===== src/rtl/sll_pkg.sv =====
// Shared ALU package: data-path sizing defaults and ALU op encodings.
// Imported by the shift-left-logical unit and its barrel shifter.
package sll_pkg;

  localparam int ALU_WIDTH   = 32;
  localparam int ALU_SHAMT_W = 5;

  typedef logic [ALU_SHAMT_W-1:0] shamt_t;

  typedef enum logic [3:0] {
    ALU_ADD  = 4'd0,
    ALU_SUB  = 4'd1,
    ALU_SLL  = 4'd2,
    ALU_SLT  = 4'd3,
    ALU_SLTU = 4'd4,
    ALU_XOR  = 4'd5,
    ALU_SRL  = 4'd6,
    ALU_SRA  = 4'd7,
    ALU_OR   = 4'd8,
    ALU_AND  = 4'd9
  } alu_op_e;

endpackage


===== src/rtl/sll_barrel.sv =====
// Combinational logarithmic left barrel shifter.
// Ports: a (data in), shamt (shift amount), y (a << shamt).
module sll_barrel
  import sll_pkg::*;
#(
  parameter int WIDTH   = ALU_WIDTH,
  parameter int SHAMT_W = ALU_SHAMT_W
) (
  input  logic [WIDTH-1:0]   a,
  input  logic [SHAMT_W-1:0] shamt,
  output logic [WIDTH-1:0]   y
);

  logic [WIDTH-1:0] stg [0:SHAMT_W];

  assign stg[0] = a;

  // Level k shifts by 2^k when shamt[k] is set.
  for (genvar k = 0; k < SHAMT_W; k++) begin : g_lvl
    assign stg[k+1] = shamt[k]
                    ? (stg[k] << (2 ** k))
                    : stg[k];
  end

  assign y = stg[SHAMT_W];

endmodule


===== src/rtl/sll.sv =====
// Shift-left-logical unit: combinational result plus a
// one-deep valid/ready output register.
// Ports: clk, rst_n, a, b -> result (comb);
//   in_valid/in_ready capture, out_valid/out_ready/result_q.
module sll
  import sll_pkg::*;
#(
  parameter int WIDTH   = ALU_WIDTH,
  parameter int SHAMT_W = ALU_SHAMT_W
) (
  input  logic             clk,
  input  logic             rst_n,
  input  logic [WIDTH-1:0] a,
  input  logic [WIDTH-1:0] b,
  output logic [WIDTH-1:0] result,
  input  logic             in_valid,
  output logic             in_ready,
  output logic             out_valid,
  input  logic             out_ready,
  output logic [WIDTH-1:0] result_q
);

  logic capture;
  logic unused_b_hi;

  // Only the low shift-amount bits matter.
  assign unused_b_hi = ^b[WIDTH-1:SHAMT_W];

  sll_barrel #(
    .WIDTH   (WIDTH),
    .SHAMT_W (SHAMT_W)
  ) u_barrel (
    .a     (a),
    .shamt (b[SHAMT_W-1:0]),
    .y     (result)
  );

  assign in_ready = !out_valid || out_ready;
  assign capture  = in_valid && in_ready;

  always_ff @(posedge clk or negedge rst_n) begin
    if (!rst_n) begin
      out_valid <= 1'b0;
      result_q  <= '0;
    end else if (capture) begin
      out_valid <= 1'b1;
      result_q  <= result;
    end else if (out_ready) begin
      out_valid <= 1'b0;
    end
  end

endmodule


===== config.mk =====
export PLATFORM = sky130hd
export DESIGN_NAME = sll
export DESIGN_NICKNAME = d
export VERILOG_FILES = /design/src/rtl/sll_pkg.sv /design/src/rtl/sll_barrel.sv /design/src/rtl/sll.sv
export SDC_FILE = /design/constraint.sdc
export NUM_CORES = 1
export LEC_CHECK = 0
export ABC_AREA = 1
export CAP_MARGIN = 20
export CORE_UTILIZATION = 40
export CTS_CLUSTER_DIAMETER = 200
export DETAILED_ROUTE_END_ITERATION = 10
export HOLD_SLACK_MARGIN = 0.08
export MAX_ROUTING_LAYER = met4
export PLACE_DENSITY_LB_ADDON = 0.08
export SYNTH_ARGS = -nofsm -noshare
export SYNTH_HDL_FRONTEND = slang
export SYNTH_SLANG_ARGS = --single-unit

===== constraint.sdc =====
create_clock -name clk -period 2.2 [get_ports clk]
set_input_delay 0.44 -clock clk [delete_from_list [all_inputs] [get_ports clk]]
set_output_delay 0.44 -clock clk [all_outputs]
set_load 0.02 [all_outputs]

; Word-level counts from Yosys, hierarchy flattened
; Index checks and enable logic that the tools add are counted.
[totals]
regBits = 33
out_inout_bits = 66
[op_classes]
mux = 7
reduce_logical = 4
[op_table]
columns = cell, count
row1 = two-way mux 32 bit, 5
row2 = two-way mux 1 bit, 2
row3 = nonzero test 2 bit, 1
row4 = logical AND 1 bit, 1
row5 = logical NOT 1 bit, 1
row6 = logical OR 1 bit, 1

; Longest topological paths before layout
; Gate-level depths: netlist of run 1.
[logic_depth]
word_depth = 5
ltp_mapped = 11
mapped_depth_nobuf = 11

; By module
; A second synthesis of run 1 with hierarchy kept.
[unflattened]
hier_cells = 497
hier_area_um2 = 2930.3
[modules_own_cells]
columns = mod, instances, cells_per_inst, area_each_um2, seq_area_each_um2
row1 = sll_barrel, 1, 354, 1595.3, 0.0
row2 = sll, 1, 143, 1335.0, 825.8

; Least setup slack after synthesis of run 1
; OpenSTA, ideal clock, no wires.
[synth_timing]
kind = input port to output port
start = in b[2]
end = out result[29]
t_arrival_ns = 1.454
required_time_ns = 1.760
slack_ns = 0.306
stages = 7
path_buffers = 2
path_cell_list = buf_2 inv_1 clkbuf_1 nand2_1 nand3_1 nand3_1 and2_1
[synth_between]
elab_chain_cells = 3
[synth_lines]
columns = element, line_no
row1 = from (decl), sll.sv:14  ; input logic [WIDTH-1:0] b,
row2 = two-way mux 32 bit (3 in a row), sll_barrel.sv:21  ; ? (stg[k] << (2 ** k))
row3 = to (decl), sll.sv:15  ; output logic [WIDTH-1:0] result,
; Every way passes these cells.

; Worst setup path in the final report of run 1
[layout_timing]
start = in a[20]
end = out result[20]
[layout_between]
elab_chain_cells = 5
[layout_lines]
columns = element, line_no
row1 = from (decl), sll.sv:13  ; input logic [WIDTH-1:0] a,
row2 = two-way mux 32 bit (5 in a row), sll_barrel.sv:21
; Every way passes these cells.

==> reports/metrics.cfg, run 1 <==
[power]
powerDensity_mw_per_mm2=484
vdd_drop_max_mv=0.434
power_leakage_nw=2.65
finalPower_mw=2.44

[clock_tree]
numCtsBuffers=5
cts_tree=yes
insertion_delay_ps=280
clk_path_buf_depth=2
root_buffer=clkbuf_8
cts.reportedPaths.clkPinSlew_ps=70
cts_hold_buf=0
numClockSinks=33
htreeDepth=2

[placed_design]
place_congestion=0.935
pre_cts_ws_ps=-813
port_buffers=106
dp_hpwl_um=8000
place_area_mm2=0.00440
dp_cells=718

[synthesis]
ys_seq_area_share_pct=28.2
yosysWarnings=0
synth_nets=580
ys_seq_elements=33
synth_cell_types=15
syn_inst=512
avgSynthCellArea_um2=5.71
synth.cell_area_mm2=0.00292

[setup_path]
cp_slowest_cell=clkdlybuf4s50_1
worst_path_largest_cell_delay_ps=500
worstPathRequired_ps=1760
crit_buf_inv=2
critPathKind=in2out
cp.arrival_ps=1760
cp.depth=9
worst-r2r-cell-count=6
cp_top_family=simple AND/OR/NAND/NOR gates
crit_chain=clkdlybuf4s50_1 -> nand2_1 -> nand3_1 -> nand3_1 -> nand2_2 -> nand2_1 -> nand3_2 -> and2_4 -> buf_4
path_max_fanout=2
worstSetupEndpointType=output port
start_kind=input pin

[floorplan]
die_w_um=87.5
io_pins=134
dieArea_mm2=0.00766
start_util_pct=42.1
die_h_um=87.5
num_rows=30
coreArea_mm2=0.00694

[finish]
n_fill_cell=585
nets=708
final_cell_mix=189 x nand2_1, 106 x nand3_1, 56 x nand3_2, 51 x clkdlybuf4s50_1, 50 x buf_4
diodes=0
fin_area_mm2=0.00503
fin_util_pct=72.5
areaGrowthSynthToFinish_pct=72.2
drive_gt1_share_pct=34.3
stdcell_count=737
layout_commonest_cell=nand2_1

[status]
status=finished, violations left
violations=negative setup slack

[global_route]
antenna_found_initial=0
grt_max_degree=34
grt.overflow.total=0
grtUsageTotal_pct=30.1
first_global_vias=3764
grt_pass1_wl_um=17500

[hold_path]
holdPathStages=2
hold_path.class=reg2reg

[sta]
rsz0062_at_grt=true
fin_tns_setup_ps=-0.845
holdWs_ps=479
setup_viol=1
relSlewSlack_pct=71.5
tightestPinTransition_ps=428
period_needed_ps=2200
setup_ws_ps=-0.845
skew_ps=2.02
min_period_over_period_pct=100
final_max_slew_viol_count=0
fmax_mhz=454
hold_violations=0

[detailed_routing]
drt_wl_total_um=11700
vias=4080
first_pass_iters=5
route.detailed.drc=0
viasPerCell=5.54
wl_per_cell_um=15.8
drtAntennaViolNets=0
first_iter_violations=421

[flow_run]
drv_cap=0

==> synthesized netlist by cell type, drive strengths merged <==
master	instances	area, µm²
nor4	1	12.5
and2	15	93.8
o21ai	1	5.00
clkbuf	13	48.8
nand3	162	811
buf	23	109
dfrtp	33	826
nand4	1	6.26
nor2	12	45.0
a21oi	5	43.8
nand2	238	893
inv	8	30.0
==> kinds of logic after synthesis <==
kind of cell / Yosys count / share of synthesized area [%]
buffers and inverters: 44 / 6.42
AND/OR/NAND/NOR: 429 / 63.7
AO/OA/AOI/OAI: 6 / 1.67
flip-flops: 33 / 28.2
==> layout make-up <==
cell class / count / area, µm² / area share (%)
timing repair buffer: 157 / 1620 / 32.3
inverter: 8 / 35.0 / 0.696
clock inverter: 2 / 10.0 / 0.199
sequential: 33 / 826 / 16.4
tap: 96 / 120 / 2.39
multi-input combinational: 435 / 2350 / 46.6
clock buffer: 6 / 72.6 / 1.44
==> timing repair <==
action / in CTS / in global routing
resized for setup: 202 / 109
endpoints found under the setup margin: 32 / 33
setup buffers: 6 / 0
cloned: 1 / 4
pin swaps: 15 / 19
==> per-layer routing <==
metal  GRT usage (%)  up-vias  wire length [µm]  part of all wire, %
li1                -     1935                 -                    -
met1            38.5     1880              4830                   41
met2            49.4      220              5620                   48
met3            4.08       45               875                  7.5
met4            8.94        0               340                  2.9
met5               -        -                 0                    0
==> sequential cells by signal, indices dropped and copies added, names as in the netlist <==
| signal | flops |
|---|---|
| out_valid | 1 |
| result_q | 32 |
==> worst paths after layout <==
check / from / endpoint / slack, ps
worst max-delay path: a[20] / result[20] / -0.8
worst min-delay path: result_q[0] / result_q[0] / 480
worst max register to register: out_valid / result_q[24] / 920
worst min register to register: result_q[0] / result_q[0] / 480
max in group asynchronous: rst_n / result_q[30] / 1320
min in group asynchronous: rst_n / result_q[14] / 570
==> worst reg2reg max path, stage by stage, from the launching register on <==
cell and delay [ps]:
dfrtp_1 380, nand2_1 100, nand2_1 70, inv_1 260, buf_12 210, nand3_1 120, nand2_1 70
==> power breakdown <==
group          switching, mW  internal, mW  total (mW)  leakage (nW)
logic                  0.713         0.562        1.28          2.18
registers             0.0444         0.684       0.729         0.426
clock network          0.215         0.219       0.434        0.0450
(Power assumes the default switching activity.)
==> run 2, diff against run 1 <==
CORE_MARGIN = 3   (was default)
SKIP_CTS_REPAIR_TIMING = 1   (was default)
==> run 2 against run 1 <==
Against the previous run: the flow now finishes without violations; sequential cell count did not move; power rose by 0.66%; clock-buffer cell count is the same; register-to-register slack hardly changed; maximum frequency rose by 1.4%; hold slack better by 1.2 ps; combinational power barely moved; clock skew increased by 4.6 ps; global-route usage down 4.3 points; sequential power about the same; critical endpoint is now result[26]; highest routed layer unchanged.
==> reports/metrics.cfg, run 2 (same netlist as run 1, synthesis figures left out) <==
[finish]
nets=711  ; +0.42%
regMostFlops=result_q
drive_gt1_share_pct=38.2  ; +3.9 points
layout_commonest_cell=nand2_1
largest_register_ffs=32  ; unchanged
final_cell_mix=175 x nand2_1, 93 x nand3_1, 69 x nand3_2, 63 x nand2_2, 56 x buf_4
diodes=0  ; unchanged
stdcell_count=740  ; +0.41%
areaGrowthSynthToFinish_pct=75.8
reg.largest.list=result_q: 32 flops, out_valid: 1 flops
fin_util_pct=74.0  ; +1.5 points

[floorplan]
start_util_pct=42.1  ; unchanged
dieArea_mm2=0.00837  ; +9.4%
num_rows=30  ; unchanged
coreArea_mm2=0.00694  ; unchanged
io_pins=134  ; unchanged
die_w_um=91.5  ; +4.6%
die_h_um=91.5  ; +4.6%

[sta]
period_needed_ps=2170  ; -30.8 ps
setup_ws_ps=30.0  ; +30.8 ps
setup_viol=0  ; -1
fmax_mhz=461  ; +1.4%
rsz0062_at_grt=true
min_period_over_period_pct=98.6  ; -1.4 points
hold_violations=0  ; unchanged
tightestPinTransition_ps=424  ; -3.80 ps
final_max_slew_viol_count=0  ; unchanged
relSlewSlack_pct=71.7  ; +0.25 points
skew_ps=6.59  ; +4.58 ps

[status]
status=complete, no violations

[detailed_routing]
wl_per_cell_um=16.1  ; +1.5%
first_pass_iters=5  ; unchanged
drt_wl_total_um=11900  ; +1.9%
vias=3976  ; -2.5%
drtAntennaViolNets=0  ; unchanged
first_iter_violations=301  ; -29%
route.detailed.drc=0  ; unchanged
viasPerCell=5.37  ; -2.9%

[setup_path]
start_kind=input pin
cp-endpoint=result[26]
worst-r2r-cell-count=6  ; unchanged
critical_path.startpoint=a[24]
timing.rr.start=out_valid
worstPathRequired_ps=1760  ; about the same
worstSetupEndpointType=output port
cp.arrival_ps=1730  ; -30 ps
path_max_fanout=2  ; unchanged
critPathKind=in2out
ff2ff_setup_slack_ps=920  ; about the same
rr_endpoint=result_q[21]

[clock_tree]
cts.reportedPaths.clkPinSlew_ps=70  ; about the same
clk_path_buf_depth=2  ; unchanged
insertion_delay_ps=290  ; about the same
root_buffer=clkbuf_8
htreeDepth=2  ; unchanged
numClockSinks=33  ; unchanged
cts_tree=yes
numCtsBuffers=5  ; unchanged

[global_route]
antenna_found_initial=0  ; unchanged
grt_max_degree=34  ; unchanged
first_global_vias=3538  ; -6.0%
grtUsageTotal_pct=25.8  ; -4.3 points
grt_pass1_wl_um=17300  ; -1.5%
grt.overflow.total=0  ; unchanged

[flow_run]
drv_cap=0  ; unchanged

[hold_path]
hold_path.class=reg2reg

[placed_design]
dp_cells=725  ; +0.97%
pre_cts_ws_ps=-801  ; +11.4 ps
port_buffers=106  ; unchanged
dp_hpwl_um=8250  ; +3.2%
place_congestion=0.945  ; +1.0%

[power]
powerDensity_mw_per_mm2=477  ; -1.4%
vdd_drop_max_mv=0.377  ; -13%
power_leakage_nw=2.79  ; +5.3%

-- run 2: where the power goes --
group          leakage, nW  internal, mW  switching (mW)
clock               0.0450         0.219           0.230
sequential           0.426         0.684          0.0446
combinational         2.32         0.550           0.726
total                 2.79          1.45            1.00
-- run 2: final cells by class --
type,count,area (µm²)
multi-input cells,435,2460
fillers,561,1800
repair buffers,160,1630
flip-flops and latches,33,826
well taps,96,120
clock buffers,6,72.6
inverters,8,30.0
clock inverters,2,10.0
-- run 2: worst min path at each step --
stage / startpoint / end / slack, ps / depth (start not counted)
finish: result_q[13] / result_q[13] / 480 / 2
global route: result_q[4] / result_q[4] / 500 / 2
CTS: result_q[11] / result_q[11] / 480 / 2
detailed placement: result_q[11] / result_q[11] / 470 / 2
global placement: result_q[15] / result_q[15] / 460 / 2
floorplan: rst_n / out_valid / 140 / 0
-- run 2: critical path, stage by stage --
cell,delay (ps)
clkdlybuf4s50_1,500
nand2_1,100
nand3_2,80
nand3_1,80
nand2_1,90
nand2_1,50
nand3_1,120
and2_4,160
buf_6,110
-- run 2: per-layer routing --
metal | vias up | wire length (µm) | global-route usage [%]
met4 | 0 | 184 | 3.52
met5 | - | 0 | -
li1 | 1941 | - | -
met1 | 1844 | 4950 | 33.8
met2 | 169 | 6010 | 43.5
met3 | 22 | 754 | 3.56
-- run 2: through the flow --
step	total power [mW]	setup TNS, ps	area, µm²	hold slack [ps]
floorplan	1.32	0	2920	144
global placement	1.87	-23700	4410	463
detailed placement	1.88	-23760	4410	465
CTS	2.33	-23960	4500	485
global route	2.58	-378	5140	504
finish	2.45	0	5140	480
==> patch 1 (settings of run 2) <==
Reset style: synchronous (`rst_n`), changed in one clocked block.
--- a/src/rtl/sll.sv
+++ b/src/rtl/sll.sv
@@ -38,7 +38,7 @@
   assign in_ready = !out_valid || out_ready;
   assign capture  = in_valid && in_ready;
 
-  always_ff @(posedge clk or negedge rst_n) begin
+  always_ff @(posedge clk) begin
     if (!rst_n) begin
       out_valid <= 1'b0;
       result_q  <= '0;
Check against the original RTL: differs if rst_n is asserted again (counterexample within 4 cycles, from zero or initial values and one cycle with rst_n low); with rst_n held inactive, the same outputs for 10 cycles.
==> patch 1 against run 2 <==
- the run now ends with negative setup slack left
- worst setup slack worse by 38 ps
- critical path type unchanged
- cell area shrank 7.9%
- sequential cell count is the same
- register-to-register slack lost 20 ps
- final cell count down 0.68%
- wire length down 6.9%
- total power fell by 11%
- synthesized area is 2.6% lower
- sequential share of layout area decreased by 2.1 points
==> patch 1: results (changes against run 2) <==
ys_seq_area_share_pct: 23.2  # was 28.2%
dp_cells: 727  # was 725
maxSlewHeadroom_pct: 69.5  # was 71.7%
dr_wl_met3_um: 629  # was 754 um
fin_util_pct: 69.3  # was 74.0%
post_drt_via_cell_ratio: 5.41  # was 5.37
nets: 706  # was 711
cpPeakStageDelay_ps: 480  # was 500 ps
power_mw: 2.18  # was 2.45 mW
critPathMaxFanout: 3  # was 2
ys.flop_type: "dfxtp_1"  # was dfrtp_1
setup_ws_ps: -8.30  # was 30.0 ps
finClkSkew_ps: 4.12  # was 6.59 ps
dp_slack_ps: -768  # was -801 ps
power_clock_mw: 0.439  # was 0.449 mW
met1_usage_pct: 30.7  # was 33.8%
worst-r2r-cell-count: 7  # was 6
violations: "negative setup slack"
grt_util_met2_pct: 43.1  # was 43.5%
async_flop_share_pct: 0  # was 100%
critPathArrivalTime_ps: 1770  # was 1730 ps
first_global_vias: 3600  # was 3538
grt_max_degree: 64  # was 34
yosysTopAreaCellShare_pct: 35.9  # was 30.6%
fillers: 636  # was 561
outcome: "finished, violations left"  # was finished, final reports clean
worstHoldEndpoint: "out_valid"  # was result_q[13]
grt_util_met3_pct: 4.33  # was 3.56%
setup_viol_count_final: 1  # was 0
r2r_end: "result_q[21]"  # unchanged
hpwl_um: 7970  # was 8250 um
==> patch 1: changes by cell type after synthesis, sizes merged, moves of 22 or more <==
cell,run 2,this run
inv,8,39
nor2,12,34
nand2,238,133
nand3,162,204
dfrtp,33,0
dfxtp,0,33
==> patch 1: worst reg2reg max path, delay by kind of cell, from the launching register on <==
| kind | cells | cell delay [ps] |
|---|---|---|
| flops | 1 | 320 |
| buf+inv | 3 | 380 |
| simple gates | 4 | 490 |
==> patch 1: kinds of logic (layout without fill, tap and decap cells) <==
kind of cell,Yosys count,after routing,share of synthesized area (%)
AND/OR/NAND/NOR,375,375,58.7
flip-flops,33,33,23.2
buffers and inverters,80,194,11.5
AO/OA/AOI/OAI,37,37,6.63
==> patch 1: cell type report <==
class                   count  area share (%)
inverters                  41            3.25
clock buffers               6            1.53
flip-flops and latches     33            14.0
repair buffers            145            29.1
multi-input cells         412            49.5
well taps                  96            2.54
clock inverters             2           0.211
==> patch 2 (config.mk and constraints of run 2) <==
Made on the original files. `ALU_WIDTH`: 32 -> 28.
--- a/src/rtl/sll_pkg.sv
+++ b/src/rtl/sll_pkg.sv
@@ -2,7 +2,7 @@
 // Imported by the shift-left-logical unit and its barrel shifter.
 package sll_pkg;
 
-  localparam int ALU_WIDTH   = 32;
+  localparam int ALU_WIDTH   = 28;
   localparam int ALU_SHAMT_W = 5;
 
   typedef logic [ALU_SHAMT_W-1:0] shamt_t;
Interface: changed (resized a, b, result and result_q); port bits go from 134 to 118. The function was not compared with the original's and may differ.
==> patch 2 against run 2 <==
- cell area fell by 14%
- sequential cell count down 4
- via count decreased by 15%
- synthesized cell count decreased by 15%
- clock skew fell by 2.1 ps
- first-iteration DRC count shrank 39%
- wire length decreased by 21%
- worst setup slack improved by 13 ps
- sequential share of layout area is 0.42 points higher
- synthesized area decreased by 8.5%
- total power down 15%
- global-route usage fell by 2.7 points
- critical path type unchanged
==> patch 2: results (changes against run 2) <==
dr_wl_met2_um: 4660  # was 6010 um
first_global_vias: 3058  # was 3538
drive_gt1_share_pct: 38.3  # was 38.2%
syn_area_per_cell_um2: 6.14  # was 5.71 um2
first_pass_iters: 5  # unchanged
dr_wl_met3_um: 465  # was 754 um
finClkSkew_ps: 4.47  # was 6.59 ps
regToRegSetupSlack_ps: 980  # was 920 ps
r2r_start: "out_valid"  # unchanged
critPathMaxFanout: 2  # unchanged
syn_nets: 496  # was 580
r2r_end: "result_q[18]"  # was result_q[21]
largest-register: "result_q"  # unchanged
outcome: "finished, final reports clean"  # unchanged
dp_slack_ps: -824  # was -801 ps
slowest_stage: "clkdlybuf4s50_1"  # unchanged
post_drt_via_cell_ratio: 5.39  # was 5.37
wl_met1_um: 4170  # was 4950 um
period_share_pct: 98.0  # was 98.6%
synth_area_leaders: "dfrtp_1, nand2_1, nand3_1"  # was nand2_1, dfrtp_1, nand3_1
hpwl_um: 6680  # was 8250 um
hold_slack_ps: 479  # was 480 ps
min-delay-start: "result_q[3]"  # was result_q[13]
ys.flop_type: "dfrtp_1"  # unchanged
top_layer: "met4"  # unchanged
cp_top_family: "simple AND/OR/NAND/NOR gates"  # unchanged
drt_iter0_drc: 185  # was 301
top_regs: "result_q x28, out_valid x1"  # was result_q x32, out_valid x1
cpPeakStageDelay_ps: 470  # was 500 ps
final_cells: 625  # was 740
ys_warn_count: 0  # unchanged
track_usage_pct: 23.1  # was 25.8%
grt_pass1_wl_um: 14000  # was 17300 um
grt_max_degree: 32  # was 34
io_buffer_count: 94  # was 106
gp_congestion: 0.922  # was 0.945
worstHoldEndpoint: "result_q[3]"  # was result_q[13]
synthTopCellsByCount: "nand2_1, nand3_1, dfrtp_1"  # unchanged
wirelength_um: 9400  # was 11900 um
worst_slew_pin_slew_ps: 380  # was 424 ps
critPathArrivalTime_ps: 1720
ir_drop_uv: 486  # was 377 uV
dp_cells: 614  # was 725
leakage_nw: 2.40  # was 2.79 nW
insertion_delay_ps: 280
synth_cell_types: 25  # was 15
ys_seq_area_share_pct: 27.1  # was 28.2%
patch 2: cell count changes after synthesis, sizes merged:
| cell | before | now |
|---|---|---|
| a21oi | 5 | 2 |
| and2 | 15 | 11 |
| buf | 23 | 25 |
| clkbuf | 13 | 5 |
| dfrtp | 33 | 29 |
| inv | 8 | 10 |
| nand2 | 238 | 193 |
| nand3 | 162 | 136 |
| nand4 | 1 | 0 |
| nor2 | 12 | 14 |
| o211ai | 0 | 2 |
| o21ai | 1 | 8 |
patch 2: layout make-up:
| type | count | area (um2) |
|---|---|---|
| clock inverter | 2 | 10.0 |
| sequential | 29 | 726 |
| inverter | 10 | 52.6 |
| multi-input combinational | 367 | 2120 |
| timing repair buffer | 134 | 1330 |
| clock buffer | 6 | 72.6 |
| tap | 77 | 96.3 |
| fill | 554 | 2020 |
patch 2: metrics by stage:
step,TNS [ps],area (um2),power (mW)
2_1_floorplan,0,2680,1.16
3_3_place_gp,-20830,3830,1.58
3_5_place_dp,-21040,3830,1.58
4_1_cts,-21300,3910,2.01
5_1_grt,-135,4400,2.22
6_report,0,4400,2.10
patch 2: logic make-up (layout without fill, tap and decap cells):
logic type	count (synthesis)	in the layout	share of synthesized area, %
AOI/OAI and AO/OA	12	12	2.85
DFF	29	29	27.1
and+or+nand+nor	355	355	60.6
buffers and inverters	40	152	9.44
patch 2: how the worst max path moves through the flow:
stage | depth (start not counted) | endpoint | start
5_1_grt | 9 | result[20] | a[18]
2_1_floorplan | 11 | result[26] | b[0]
3_5_place_dp | 10 | result[25] | b[0]
3_3_place_gp | 10 | result[25] | b[0]
4_1_cts | 10 | result[25] | b[0]
6_report | 9 | result[20] | a[18]
patch 2: metal layers:
layer | vias up | track usage [%]
met5 | - | -
met4 | 0 | 4.60
met3 | 16 | 3.67
met2 | 130 | 38.4
met1 | 1569 | 29.8
li1 | 1654 | -
patch 2: worst reg2reg max path, stage by stage (launching register included):
cell     delay, ps
dfrtp_1        380
nand2_1        110
nand2_1        100
inv_1           70
buf_4          260
nand3_1        170
nand2_1         80
patch 2: power breakdown:
part / internal (mW) / total, mW / switching (mW)
clock: 0.219 / 0.425 / 0.207
sequential: 0.597 / 0.632 / 0.0349
combinational: 0.450 / 1.04 / 0.590
